## src/rtl/vga_timing_if.sv

```systemverilog
// Raster timing bundle between the timing generator and the draw stages.
// The generator takes the master side; consumers (and the enable source) take the slave side.
interface vga_timing_if;
    logic        i_en;
    logic [11:0] o_hcount;
    logic [11:0] o_vcount;
    logic        o_hsync;
    logic        o_vsync;
    logic        o_hblnk;
    logic        o_vblnk;
    logic        o_frame_start;

    modport master (
        input  i_en,
        output o_hcount, o_vcount, o_hsync, o_vsync, o_hblnk, o_vblnk, o_frame_start
    );

    modport slave (
        output i_en,
        input  o_hcount, o_vcount, o_hsync, o_vsync, o_hblnk, o_vblnk, o_frame_start
    );
endinterface

```

## src/rtl/vga_timing_gen.sv

```systemverilog
// VGA raster timing generator: registered h/v counters with sync and blank decoded
// from the next-state counts, so every output in a cycle describes the same position.
module vga_timing_gen #(
    parameter int H_ACTIVE = 1920,
    parameter int H_FP     = 88,
    parameter int H_SYNC   = 44,
    parameter int H_BP     = 148,
    parameter int V_ACTIVE = 1080,
    parameter int V_FP     = 4,
    parameter int V_SYNC   = 5,
    parameter int V_BP     = 36,
    parameter bit SYNC_POL = 1'b1
) (
    input  logic        i_pclk,
    input  logic        i_rst,
    vga_timing_if.master tim
);
    localparam int H_TOTAL = H_ACTIVE + H_FP + H_SYNC + H_BP;
    localparam int V_TOTAL = V_ACTIVE + V_FP + V_SYNC + V_BP;

    generate
        if (H_TOTAL > 4096 || V_TOTAL > 4096) begin : g_bad_totals
            $error("vga_timing_gen: H_TOTAL and V_TOTAL must not exceed 4096");
        end
    endgenerate

    localparam logic [11:0] H_LAST   = 12'(H_TOTAL - 1);
    localparam logic [11:0] V_LAST   = 12'(V_TOTAL - 1);
    // 13-bit thresholds so a boundary equal to 4096 does not alias to 0
    localparam logic [12:0] HS_START = 13'(H_ACTIVE + H_FP);
    localparam logic [12:0] HS_END   = 13'(H_ACTIVE + H_FP + H_SYNC);
    localparam logic [12:0] VS_START = 13'(V_ACTIVE + V_FP);
    localparam logic [12:0] VS_END   = 13'(V_ACTIVE + V_FP + V_SYNC);
    localparam logic [12:0] HB_START = 13'(H_ACTIVE);
    localparam logic [12:0] VB_START = 13'(V_ACTIVE);

    logic [11:0] hcount_q, hcount_d;
    logic [11:0] vcount_q, vcount_d;
    logic        hsync_q, hsync_d;
    logic        vsync_q, vsync_d;
    logic        hblnk_q, hblnk_d;
    logic        vblnk_q, vblnk_d;
    logic        fstart_q, fstart_d;

    logic [11:0] hcnt_nxt, vcnt_nxt;
    logic [12:0] hx, vx;
    logic        line_end, frame_end;

    always_comb begin
        line_end  = (hcount_q == H_LAST);
        frame_end = line_end && (vcount_q == V_LAST);
        hcnt_nxt  = line_end ? 12'd0 : hcount_q + 12'd1;
        vcnt_nxt  = vcount_q;
        if (line_end) begin
            vcnt_nxt = (vcount_q == V_LAST) ? 12'd0 : vcount_q + 12'd1;
        end
        hx = {1'b0, hcnt_nxt};
        vx = {1'b0, vcnt_nxt};
    end

    always_comb begin
        hcount_d = hcount_q;
        vcount_d = vcount_q;
        hsync_d  = hsync_q;
        vsync_d  = vsync_q;
        hblnk_d  = hblnk_q;
        vblnk_d  = vblnk_q;
        fstart_d = fstart_q;
        if (tim.i_en) begin
            hcount_d = hcnt_nxt;
            vcount_d = vcnt_nxt;
            hblnk_d  = (hx >= HB_START);
            vblnk_d  = (vx >= VB_START);
            hsync_d  = ((hx >= HS_START) && (hx < HS_END)) ? SYNC_POL : ~SYNC_POL;
            vsync_d  = ((vx >= VS_START) && (vx < VS_END)) ? SYNC_POL : ~SYNC_POL;
            fstart_d = frame_end;
        end
    end

    always_ff @(posedge i_pclk or posedge i_rst) begin
        if (i_rst) begin
            hcount_q <= 12'd0;
            vcount_q <= 12'd0;
            hsync_q  <= ~SYNC_POL;
            vsync_q  <= ~SYNC_POL;
            hblnk_q  <= 1'b0;
            vblnk_q  <= 1'b0;
            fstart_q <= 1'b0;
        end else begin
            hcount_q <= hcount_d;
            vcount_q <= vcount_d;
            hsync_q  <= hsync_d;
            vsync_q  <= vsync_d;
            hblnk_q  <= hblnk_d;
            vblnk_q  <= vblnk_d;
            fstart_q <= fstart_d;
        end
    end

    assign tim.o_hcount      = hcount_q;
    assign tim.o_vcount      = vcount_q;
    assign tim.o_hsync       = hsync_q;
    assign tim.o_vsync       = vsync_q;
    assign tim.o_hblnk       = hblnk_q;
    assign tim.o_vblnk       = vblnk_q;
    assign tim.o_frame_start = fstart_q;
endmodule

```

## src/flat_wrapper.sv

```systemverilog
// flat-port wrapper written by rule: the top's interface ports become plain ports
module vga_timing_gen_flat 
#(
    parameter int H_ACTIVE = 1920,
    parameter int H_FP     = 88,
    parameter int H_SYNC   = 44,
    parameter int H_BP     = 148,
    parameter int V_ACTIVE = 1080,
    parameter int V_FP     = 4,
    parameter int V_SYNC   = 5,
    parameter int V_BP     = 36,
    parameter bit SYNC_POL = 1'b1
)
  (i_pclk, i_rst, tim_i_en, tim_o_hcount, tim_o_vcount, tim_o_hsync, tim_o_vsync, tim_o_hblnk, tim_o_vblnk, tim_o_frame_start);
  vga_timing_if tim_i ();
  input  logic i_pclk;
  input  logic i_rst;
  input wire logic [$bits(tim_i.i_en)-1:0] tim_i_en;
  output wire logic [$bits(tim_i.o_hcount)-1:0] tim_o_hcount;
  output wire logic [$bits(tim_i.o_vcount)-1:0] tim_o_vcount;
  output wire logic [$bits(tim_i.o_hsync)-1:0] tim_o_hsync;
  output wire logic [$bits(tim_i.o_vsync)-1:0] tim_o_vsync;
  output wire logic [$bits(tim_i.o_hblnk)-1:0] tim_o_hblnk;
  output wire logic [$bits(tim_i.o_vblnk)-1:0] tim_o_vblnk;
  output wire logic [$bits(tim_i.o_frame_start)-1:0] tim_o_frame_start;
  assign tim_i.i_en = tim_i_en;
  assign tim_o_hcount = tim_i.o_hcount;
  assign tim_o_vcount = tim_i.o_vcount;
  assign tim_o_hsync = tim_i.o_hsync;
  assign tim_o_vsync = tim_i.o_vsync;
  assign tim_o_hblnk = tim_i.o_hblnk;
  assign tim_o_vblnk = tim_i.o_vblnk;
  assign tim_o_frame_start = tim_i.o_frame_start;
  vga_timing_gen #(.H_ACTIVE(H_ACTIVE), .H_FP(H_FP), .H_SYNC(H_SYNC), .H_BP(H_BP), .V_ACTIVE(V_ACTIVE), .V_FP(V_FP), .V_SYNC(V_SYNC), .V_BP(V_BP), .SYNC_POL(SYNC_POL)) u_core (.i_pclk(i_pclk), .i_rst(i_rst), .tim(tim_i));
endmodule
```

## config.mk

```make
export PLATFORM = sky130hd
export DESIGN_NAME = vga_timing_gen_flat
export DESIGN_NICKNAME = d
export VERILOG_FILES = /design/src/rtl/vga_timing_if.sv /design/src/rtl/vga_timing_gen.sv /design/src/flat_wrapper.sv
export SDC_FILE = /design/constraint.sdc
export NUM_CORES = 1
export LEC_CHECK = 0
export CAP_MARGIN = 0
export CORE_UTILIZATION = 50
export DETAILED_ROUTE_END_ITERATION = 8
export HOLD_SLACK_MARGIN = 0.05
export PLACE_DENSITY_LB_ADDON = 0.08
export SLEW_MARGIN = 20
export SYNTH_ARGS = -nofsm -noshare
export SYNTH_HDL_FRONTEND = slang
export SYNTH_SLANG_ARGS = --single-unit
export TNS_END_PERCENT = 5
```

## constraint.sdc

```tcl
create_clock -name i_pclk -period 2.9 [get_ports i_pclk]
set_input_delay 0.58 -clock i_pclk [delete_from_list [all_inputs] [get_ports i_pclk]]
set_output_delay 0.58 -clock i_pclk [all_outputs]
set_load 0.02 [all_outputs]
```

### After elaboration in Yosys (flattened, before gate mapping)

Index checks and enable logic that the tools add are counted.

* bits in registers: 29
* input port bits: 3
* output and inout bits: 29
* logic and storage cells: 25

* magnitude comparators: 6
* reduce and logical (&&, ||, !) cells: 3
* eq/ne operators: 2
* multiplexer cells: 5
* $add $sub $neg: 2

Operators with widths (count)
* $ge 12x11->1 const B: 4
* $mux 12: 3
* $add 12x1->12 const B: 2
* $eq 12x11->1 const B: 1
* $eq 12x12->1 const B: 1
* $lt 12x11->1 const B: 1
* $lt 12x12->1 const B: 1
* $logic_and 1x1->1: 3
* $mux 1: 2

### Longest topological paths before layout

Gate-level depths: netlist of run 1.

* word-level depth: 6
* gate-level depth with buffers: 9
* depth with buffers taken out: 8

### Least setup slack after synthesis of run 1

No wires, ideal clock.

* path kind: register -> register
* start point: register u_core.hcount_q[5] (netlist: u_core.tim.o_hcount[5])
* end point: register u_core.vsync_q (netlist: u_core.tim.o_vsync)
* setup slack: 195 ps
* data required time: 2814 ps
* clock period less this slack: 2705 ps
* arrival: 2619 ps
* setup time: 86 ps
* cell stages (with the launch flop): 9
* buffers on the path: 2
* cell sequence: dfrtp_1 > buf_2 > or3_4 > or4_1 > buf_2 > or4_4 > a41oi_2 > nand4_1 > a32oi_1

* cells in the longest elaborated chain, start to end: 5
* elaborated cells on any way between the ends: 6
* those cells by class: order compare: 2; eq/ne: 1; mux: 2; reduce/logical: 1

Ends and longest elaborated chain
* start: declaration: RTL line vga_timing_gen.sv:37 `logic [11:0] hcount_q, hcount_d;`
* start signal: assignment: RTL line vga_timing_gen.sv:90 `hcount_q <= hcount_d;`
* $eq 12x12->1 (*): RTL line vga_timing_gen.sv:50 `line_end = (hcount_q == H_LAST);`
* $mux 12 (*): RTL line vga_timing_gen.sv:54 `if (line_end) begin`
* $ge 12x11->1 / $lt 12x11->1 (equally long branches): RTL line vga_timing_gen.sv:75 `vsync_d = ((vx >= VS_START) && (vx < VS_END)) ? SYNC_POL : ~SYNC_POL;`
* $logic_and 1x1->1 (*): RTL line vga_timing_gen.sv:75
* $mux 1 (*): RTL line vga_timing_gen.sv:75
* end signal: assignment: RTL line vga_timing_gen.sv:85 `vsync_q <= ~SYNC_POL;`
* end signal: assignment: RTL line vga_timing_gen.sv:93 `vsync_q <= vsync_d;`
* end: declaration: RTL line vga_timing_gen.sv:40 `logic vsync_q, vsync_d;`

Mark *: on every way between the ends. The rest lies on a longest branch, timed or not.
A chain may end at the register's enable or synchronous reset.

### Worst setup path after layout of run 1

* start point: register u_core.hcount_q[9] (netlist: u_core.tim.o_hcount[9])
* end point: register u_core.vsync_q (netlist: u_core.tim.o_vsync)

The elaborated chain is that of the path after synthesis.

==> flow_metrics.tcl, run 1 <==
set metrics [dict create \
    die_x_um 64.88 \
    max-vdd-ir-drop_uv 680.3 \
    p_total_mw 1.434 \
    top_layer_used "met4" \
    final.min_clock_period_ps 2706 \
    cts_setup_buffers 0 \
    cp_max_fo 12 \
    antenna_found_initial 0 \
    fp.dieH_um 64.88 \
    rr_startpoint "u_core.tim.o_hcount[9]$_DFFE_PP0P_" \
    clock_path_buffers 2 \
    cts.htree.levels 2 \
    clkSinkCount 29 \
    drt-pass1-iter-count 5 \
    vias 1984 \
    critPathRequiredTime_ps 3100 \
    p_leak_nw 1.031 \
    cts_tree "done" \
    clkSlewWorstSetupHoldPaths_ps 60 \
    io_buffer_count 31 \
    cts_root_buffer "clkbuf_8" \
    setup_viol 0 \
    synth_warnings 0 \
    worstRegToRegCells 6 \
    min_path_cells 2 \
    grt_pass1_wl_mm 8.756 \
    syn_area_per_cell_um2 8.306 \
    r2r_end "u_core.tim.o_vsync$_DFFE_PP0P_" \
    first_global_vias 1831 \
    ys_ff_latch 29 \
    io_pins 32 \
    wl_met3_um 349 \
    rsz0062_at_grt "false" \
    powerDensity_nw_per_um2 555.4 \
    maxSlewViolCount 0 \
    ff2ff_setup_slack_ps 190 \
    maxCapViolCount 0 \
    synth_edf_count 0 \
    async_flop_share 1.000 \
    timing.setup.tns_ps 0 \
    die_area_um2 4209 \
    via_per_inst 5.905 \
    dr_wl_met2_mm 2.273 \
    start_util 0.5320 \
    status "complete, no violations" \
    antenna_left 0 \
    endpoint_kind "flip-flop" \
    grt_usage 0.2711 \
    nNetsFinal 294 \
    fmax_mhz 369.5 \
    core_area_um2 3716 \
    startpoint_type "flip-flop" \
    arrival_ps 2900 \
    ys.flop_type "dfrtp_1" \
    drtIter0Drc 103 \
    ys_seq_area_frac 0.3671 \
    clock-skew-final_ps 4.719 \
    grt_max_degree 30 \
    antenna_cells 0 \
    wire_per_inst_um 15.40 \
    wirelength_mm 5.175 \
    holdCritStartpoint "u_core.tim.o_hblnk$_DFFE_PP0P_" \
    path_class "reg -> reg" \
    hold_viol_final 0 \
    wl_met1_mm 2.486 \
    place_hpwl_mm 3.722 \
    holdPathEnd "u_core.tim.o_hblnk$_DFFE_PP0P_" \
    fill_cells 307 \
    grt_overflow 0 \
    synth_cell_types 50 \
    slew_headroom 0.7396 \
    cts_made_buffers 5 \
    fin_crit_sh 0.9332 \
    worstMarginPinSlew_ps 387.4 \
    rows 22 \
    place.gp.congestion 0.8824 \
    clock_latency_ps 280 \
    syn_area_um2 1977 \
    synth_nets 244 \
    final_core_util 0.6946 \
    syn_inst 238 \
    min_path_type "reg -> reg" \
    drc 0 \
    syn2layout_area_growth_pct 30.57 \
    layout-drive-gt1-share 0.1597 \
]
-- worst max-delay path by stage --
stage / from / end / slack (ps) / depth (start not counted)
after floorplan: u_core.tim.o_hcount[5]$_DFFE_PP0P_ / u_core.tim.o_vsync$_DFFE_PP0P_ / 200 / 8
final: u_core.tim.o_hcount[9]$_DFFE_PP0P_ / u_core.tim.o_vsync$_DFFE_PP0P_ / 190 / 6
after global routing: u_core.tim.o_hcount[9]$_DFFE_PP0P_ / u_core.tim.o_vsync$_DFFE_PP0P_ / 80 / 6
after detailed placement: u_core.tim.o_hcount[9]$_DFFE_PP0P_ / u_core.tim.o_vsync$_DFFE_PP0P_ / 110 / 6
after CTS: u_core.tim.o_hcount[9]$_DFFE_PP0P_ / u_core.tim.o_vsync$_DFFE_PP0P_ / 90 / 6
after global placement: u_core.tim.o_hcount[9]$_DFFE_PP0P_ / u_core.tim.o_vsync$_DFFE_PP0P_ / 190 / 6
-- what timing repair did --
item | 4_1_cts | 5_1_grt
setup endpoints to repair | 0 | 1
hold buffers | 0 | 0
resized for setup | 0 | 1
-- routing by layer --
metal  vias to the layer above  global-route usage
li1                        967                   -
met3                        12             0.06690
met4                         0             0.08333
met5                         -                   0
met2                        69              0.3932
met1                       936              0.3918
-- metrics by stage --
step	area [µm²]	setup WS (ps)	std cells	hold slack [ps]
after floorplan	1977	195.3	238	584.9
after global placement	2491	189.7	329	461.0
after detailed placement	2491	111.8	329	468.7
after CTS	2577	90.15	336	482.9
after global routing	2581	79.28	336	526.3
final	2581	193.6	336	474.8
-- power breakdown --
part / internal [mW] / switching, mW / leakage (nW)
clock: 0.188 / 0.150 / 0.0443
combinational: 0.274 / 0.310 / 0.608
sequential: 0.463 / 0.0485 / 0.379
total: 0.925 / 0.508 / 1.03
-- sequential cells by signal (all words and copies together), names as in the netlist --
register and cells:
u_core.tim.o_vcount 12, u_core.tim.o_hblnk 1, u_core.tim.o_hcount 12, u_core.tim.o_frame_start 1
u_core.tim.o_vsync 1, u_core.tim.o_hsync 1, u_core.tim.o_vblnk 1
-- cells in the mapped netlist (4+ instances only) --
library cell | n | area, µm²
nand2_1 | 30 | 112.6
o31ai_1 | 4 | 30.03
dfrtp_1 | 29 | 725.7
or3_1 | 4 | 25.02
xnor2_1 | 10 | 87.58
o22ai_1 | 4 | 25.02
a21oi_1 | 6 | 30.03
clkbuf_1 | 10 | 37.54
xor2_1 | 4 | 35.03
nor3_1 | 8 | 40.04
nand3_1 | 5 | 25.02
nand4_1 | 11 | 68.82
nor2_1 | 13 | 48.80
or4_1 | 7 | 52.55
o21ai_0 | 23 | 115.1
inv_1 | 12 | 45.04
nor4_1 | 5 | 31.28
-- cell type report --
cell class              instances  area [µm²]  area share
clock buffers                   7       86.33     0.03345
inverters                      13       48.80     0.01890
multi-input cells             181        1147      0.4445
flip-flops and latches         29       725.7      0.2811
well taps                      48       60.06     0.02327
repair buffers                 58       513.0      0.1987
-- cell usage in the layout (no fill, tap or decap), types with 5 or more instances in the layout --
cell / Yosys / layout
clkdlybuf4s50_1: 0 / 31
dfrtp_1: 29 / 29
nand2_1: 30 / 30
o21ai_0: 23 / 23
nor4_1: 5 / 5
buf_4: 0 / 27
inv_1: 12 / 12
or4_1: 7 / 6
nor3_1: 8 / 8
nand4_1: 11 / 11
nor2_1: 13 / 13
xnor2_1: 10 / 10
a21oi_1: 6 / 6
nand3_1: 5 / 5
clkbuf_8: 0 / 6
-- critical path: stages, from the launching register on --
cell     delay [ps]
dfrtp_1         370
or3b_4          420
or4_4           630
or4_4           540
a41oi_2         260
nand4_1         170
a32oi_1         220
-- cell families after synthesis --
family / synth area share
compound gates: 0.1772
xor+xnor: 0.06202
fa+ha+maj: 0.01899
buf+inv: 0.05443
flops: 0.3671
mux: 0.02658
simple gates: 0.2937
(Power assumes the default switching activity.)
==> inputs of run 2 (changes only) <==
- RECOVER_POWER: default -> 100
==> run 2 against run 1 <==
  * Largest cell class unchanged
  * Utilization fell by 0.71 points
  * The run now ends with capacitance limit, slew limit left
  * Total power down 1.8%
  * Combinational power shrank 4.3%
  * Clock-buffer cell count unchanged
  * Design area fell by 1.0%
  * Via count decreased by 0.35%
  * Global-route usage is the same
  * Sequential power barely moved
  * Clock power about the same
  * Worst hold slack worse by 5.4 ps
  * First-iteration DRC count is 9.7% higher
==> flow_metrics.tcl, run 2 (same netlist as run 1, synthesis figures left out) <==
set metrics [dict create \
    min_path_type "reg -> reg" \
    final_cell_area_um2 2555 \
    grt_overflow 0 \
    slew_headroom -0.06556 \
    cts_tree "done" \
    status "complete, but fails checks" \
    wire_per_inst_um 15.35 \
    violations "capacitance limit, slew limit" \
    final_common_cell "dlygate4sd3_1" \
    grt_pass1_wl_mm 8.756 \
    fin_crit_sh 0.9346 \
    clkSinkCount 29 \
    placed_cell_area_um2 2491 \
    r2r_end "u_core.tim.o_vsync$_DFFE_PP0P_" \
    clock_path_buffers 2 \
    max-vdd-ir-drop_uv 658.0 \
    whs_ps 469.4 \
    place_hpwl_mm 3.722 \
    die_x_um 64.88 \
    vias 1977 \
    p_leak_nw 1.072 \
    rsz0062_at_grt "false" \
    setup_viol 0 \
    cts_made_buffers 5 \
    worstRegToRegCells 6 \
    fp.dieH_um 64.88 \
    start_util 0.5320 \
    clock-skew-final_ps 4.761 \
    path_class "reg -> reg" \
    worst_path_largest_cell_delay_ps 630 \
    hold_viol_final 0 \
    place.gp.congestion 0.8824 \
    placed_cells 329 \
    crit_family "simple AND/OR/NAND/NOR gates" \
    wirelength_mm 5.157 \
    crit_buf_inv 0 \
    final_core_util 0.6875 \
    timing.setup.tns_ps 0 \
    antenna_found_initial 0 \
    final.min_clock_period_ps 2710 \
    drc 0 \
    cp_max_fo 12 \
    rows 22 \
    first_global_vias 1831 \
    syn2layout_area_growth_pct 29.24 \
    antenna_left 0 \
    core_area_um2 3716 \
    nNetsFinal 294 \
    maxSlewViolCount 30 \
    die_area_um2 4209 \
    endpoint_kind "flip-flop" \
    rr_startpoint "u_core.tim.o_hcount[9]$_DFFE_PP0P_" \
    io_pins 32 \
    grt_usage 0.2711 \
    ff2ff_setup_slack_ps 190 \
    io_buffer_count 31 \
    maxCapViolCount 1 \
    final_cell_mix "dlygate4sd3_1, nand2_1, dfrtp_1, o21ai_0, buf_4" \
    via_per_inst 5.884 \
    crit_path_cell_trace "or3b_4 > or4_4 > or4_1 > a41oi_2 > nand4_1 > a32oi_1" \
    arrival_ps 2910 \
    fill_cells 314 \
    clkSlewWorstSetupHoldPaths_ps 60 \
    layoutNonFillerInstCount 336 \
    holdPathEnd "u_core.tim.o_hblnk$_DFFE_PP0P_" \
    drtIter0Drc 113 \
    cts_hold_buf 0 \
    powerDensity_nw_per_um2 551.0 \
    drt-pass1-iter-count 5 \
    critPathSlowestCell "or4_4" \
    clock_latency_ps 280 \
    critPathRequiredTime_ps 3100 \
    holdCritStartpoint "u_core.tim.o_hblnk$_DFFE_PP0P_" \
    min_path_cells 2 \
    antenna_cells 0 \
    cts_root_buffer "clkbuf_8" \
    fmax_mhz 369.0 \
    startpoint_type "flip-flop" \
    cts.htree.levels 2 \
    grt_max_degree 30 \
    layout-drive-gt1-share 0.1354 \
    worstMarginPinSlew_ps 1598 \
]
[run 2: cell count changes in the layout (fill, tap and decap cells not counted), sizes merged]
cell | previous run | this run
dlygate4sd3 | 0 | 31
buf | 27 | 21
clkdlybuf4s50 | 31 | 0
clkbuf | 7 | 13
[run 2: power breakdown]
part           switching [mW]  total, mW  internal [mW]  leakage (nW)
combinational           0.308      0.559          0.251         0.649
sequential             0.0478      0.511          0.463         0.379
clock                   0.150      0.338          0.188        0.0443
[run 2: worst max-delay path by stage]
stage                                                  start                              to  cells past startpoint
after floorplan           u_core.tim.o_hcount[5]$_DFFE_PP0P_  u_core.tim.o_vsync$_DFFE_PP0P_                      8
after global placement    u_core.tim.o_hcount[9]$_DFFE_PP0P_  u_core.tim.o_vsync$_DFFE_PP0P_                      6
after detailed placement  u_core.tim.o_hcount[9]$_DFFE_PP0P_  u_core.tim.o_vsync$_DFFE_PP0P_                      6
after CTS                 u_core.tim.o_hcount[9]$_DFFE_PP0P_  u_core.tim.o_vsync$_DFFE_PP0P_                      6
after global routing      u_core.tim.o_hcount[9]$_DFFE_PP0P_  u_core.tim.o_vsync$_DFFE_PP0P_                      6
final                     u_core.tim.o_hcount[9]$_DFFE_PP0P_  u_core.tim.o_vsync$_DFFE_PP0P_                      6
[run 2: worst min-delay path: cells and delay by family (launching register included)]
family,cells,cell delay [ps]
AND/OR/NAND/NOR,1,50
flip-flops,1,340
AO/OA/AOI/OAI,1,50
[run 2: final cells by class]
class                           instances  area [µm²]  area share
Timing Repair Buffer                   58       490.5      0.1920
Clock buffer                            7       86.33     0.03379
Tap cell                               48       60.06     0.02351
Inverter                               13       48.80     0.01910
Sequential cell                        29       725.7      0.2840
Multi-Input combinational cell        181        1144      0.4476
[run 2: stage by stage]
stage | power, mW | setup slack (ps)
floorplan | 0.8457 | 195.3
global placement | 1.092 | 189.7
detailed placement | 1.097 | 111.8
CTS | 1.440 | 90.15
global route | 1.497 | 72.03
finish | 1.408 | 189.8
[run 2: timing repair]
item | 4_1_cts | 5_1_grt
gates resized for setup | 0 | 1
buffers inserted | 0 | 0
setup endpoints to repair | 0 | 1
[run 2: per-layer routing]
layer / track usage / wire length, µm / vias to the layer above
met5: 0 / 0 / -
met1: 0.3918 / 2458 / 928
met4: 0.08333 / 61 / 0
met3: 0.06690 / 381 / 11
met2: 0.3932 / 2255 / 68
li1: - / - / 970
==> inputs of run 3 (changes only) <==
- CORE_UTILIZATION: 50 -> 30
- CTS_CLUSTER_SIZE: default -> 40
==> run 3 against run 2 <==
  * The run still ends with capacitance limit, slew limit left
  * Critical endpoint unchanged
  * Worst hold slack improved by 17 ps
  * Critical path type unchanged
  * Utilization down 28 points
  * Clock-buffer cell count is the same
  * Global-route usage down 9.7 points
  * Fmax increased by 0.61%
  * Final cell count is 8.3% higher
  * Combinational power up 3.8%
==> flow_metrics.tcl, run 3 (same netlist as run 1, synthesis figures left out) <==
set metrics [dict create \
    die_x_um 83.18 \
    via_per_inst 5.299 \
    endpoint_kind "flip-flop" \
    setup_viol 0 \
    critPathRequiredTime_ps 3090 \
    clock_path_buffers 2 \
    vias 1929 \
    clkSinkCount 29 \
    fp.dieH_um 83.18 \
    clkSlewWorstSetupHoldPaths_ps 60 \
    place_hpwl_mm 4.122 \
    start_util 0.3113 \
    status "complete, but fails checks" \
    seqPwrFrac 0.351 \
    rows 29 \
    rsz0062_at_grt "false" \
    p_switching_uw 519.2 \
    fin_crit_sh 0.9289 \
    multi_input_area_um2 1144 \
    place.gp.congestion 0.8028 \
    fill_cells 623 \
    regArea_um2 725.7 \
    wire_per_inst_um 15.48 \
    maxSlewViolCount 30 \
    grt_pass1_wl_mm 9.604 \
    syn2layout_area_growth_pct 31.08 \
    grt_overflow 0 \
    arrival_ps 2890 \
    clock_power_share 0.242 \
    placed_cells 357 \
    cp_max_fo 12 \
    final.min_clock_period_ps 2694 \
    io_buffer_count 31 \
    layout-drive-gt1-share 0.1394 \
    p_int_uw 904.5 \
    final_common_cell "dlygate4sd3_1" \
    maxCapViolCount 1 \
    layoutNonFillerInstCount 364 \
    hold_viol_final 0 \
    fmax_mhz 371.2 \
    min_path_type "reg -> reg" \
    path_class "reg -> reg" \
    clock-skew-final_ps 3.319 \
    worstSetupStartpoint "u_core.tim.o_hcount[9]$_DFFE_PP0P_" \
    antenna_found_initial 0 \
    first_global_vias 1896 \
    drt-pass1-iter-count 4 \
    core_area_um2 6350 \
    die_area_um2 6918 \
    wirelength_mm 5.636 \
    worstMarginPinSlew_ps 1656 \
    cts_tree "done" \
    cts_hold_buf 0 \
    antenna_left 0 \
    violations "capacitance limit, slew limit" \
    grt_max_degree 30 \
    p_comb_frac 0.407 \
    antenna_cells 0 \
    placed_cell_area_um2 2520 \
    max-vdd-ir-drop_uv 334.8 \
    clock_latency_ps 280 \
    slew_headroom -0.1043 \
    final_cell_mix "dlygate4sd3_1, nand2_1, dfrtp_1, o21ai_0, buf_4" \
    swShare 0.3647 \
    powerDensity_nw_per_um2 549.5 \
    cts.htree.levels 2 \
    p_leak_nw 1.074 \
    final_cell_area_um2 2591 \
    drc 0 \
    cts_root_buffer "clkbuf_8" \
    timing.setup.tns_ps 0 \
    rr_startpoint "u_core.tim.o_hcount[9]$_DFFE_PP0P_" \
    grt_usage 0.1737 \
    cts_made_buffers 5 \
    startpoint_type "flip-flop" \
    io_pins 32 \
    nNetsFinal 293 \
    holdCritStartpoint "u_core.tim.o_hblnk$_DFFE_PP0P_" \
    pre_cts_slack_ps 97.69 \
    setup_ws_ps 206.2 \
    drtIter0Drc 97 \
]
-- run 3: cell count changes in the layout (fill, tap and decap cells not counted), sizes merged --
cell	before	now
clkbuf	13	12
-- run 3: power groups by stage --
stage               Combinational (mW)  Sequential, mW  Clock (mW)
CTS                              0.612           0.501       0.362
global placement                 0.616           0.507           0
global route                     0.644           0.507       0.370
finish                           0.580           0.499       0.345
detailed placement               0.608           0.509           0
floorplan                        0.233           0.613           0
-- run 3: layer usage --
metal  vias up  track usage  routed length, µm
met5         -            0                  0
met1       910       0.2463               2871
met4         0      0.04859                 42
met3         4      0.04076                313
met2        52       0.2630               2409
li1        963            -                  -
-- run 3: through the flow --
step	util	power (mW)	hold slack (ps)
2_1_floorplan	-	0.8457	584.9
3_3_place_gp	0.3968	1.123	479.9
3_5_place_dp	0.3968	1.117	481.2
4_1_cts	0.4104	1.475	499.8
5_1_grt	0.4081	1.521	528.2
6_report	0.4081	1.424	486.7
-- run 3: layout make-up --
type	instances	share of cell area
well taps	77	0.03718
clock buffers	7	0.03332
flip-flops and latches	29	0.2801
multi-input cells	181	0.4413
inverters	13	0.01883
repair buffers	57	0.1893
-- run 3: worst max-delay path, stage by stage, from the launching register on --
cell	delay, ps
dfrtp_1	380
or3b_4	430
or4_4	640
or4_1	560
a41oi_2	250
nand4_1	130
a32oi_1	220
-- run 3: repair_timing --
item / 4_1_cts / 5_1_grt
setup endpoints to repair: 0 / 1
setup buffers: 0 / 0
gates resized for setup: 0 / 1
-- run 3: worst paths after layout --
| check | to | cells past startpoint | slack (ps) |
|---|---|---|---|
| worst min register to register | u_core.tim.o_hblnk$_DFFE_PP0P_ | 2 | 490 |
| min in group asynchronous | u_core.tim.o_hcount[7]$_DFFE_PP0P_ | 3 | 1330 |
| worst min-delay path | u_core.tim.o_hblnk$_DFFE_PP0P_ | 2 | 490 |
| max in group asynchronous | u_core.tim.o_hcount[0]$_DFFE_PP0P_ | 3 | 620 |
| worst max-delay path | u_core.tim.o_vsync$_DFFE_PP0P_ | 6 | 210 |
| worst max register to register | u_core.tim.o_vsync$_DFFE_PP0P_ | 6 | 210 |
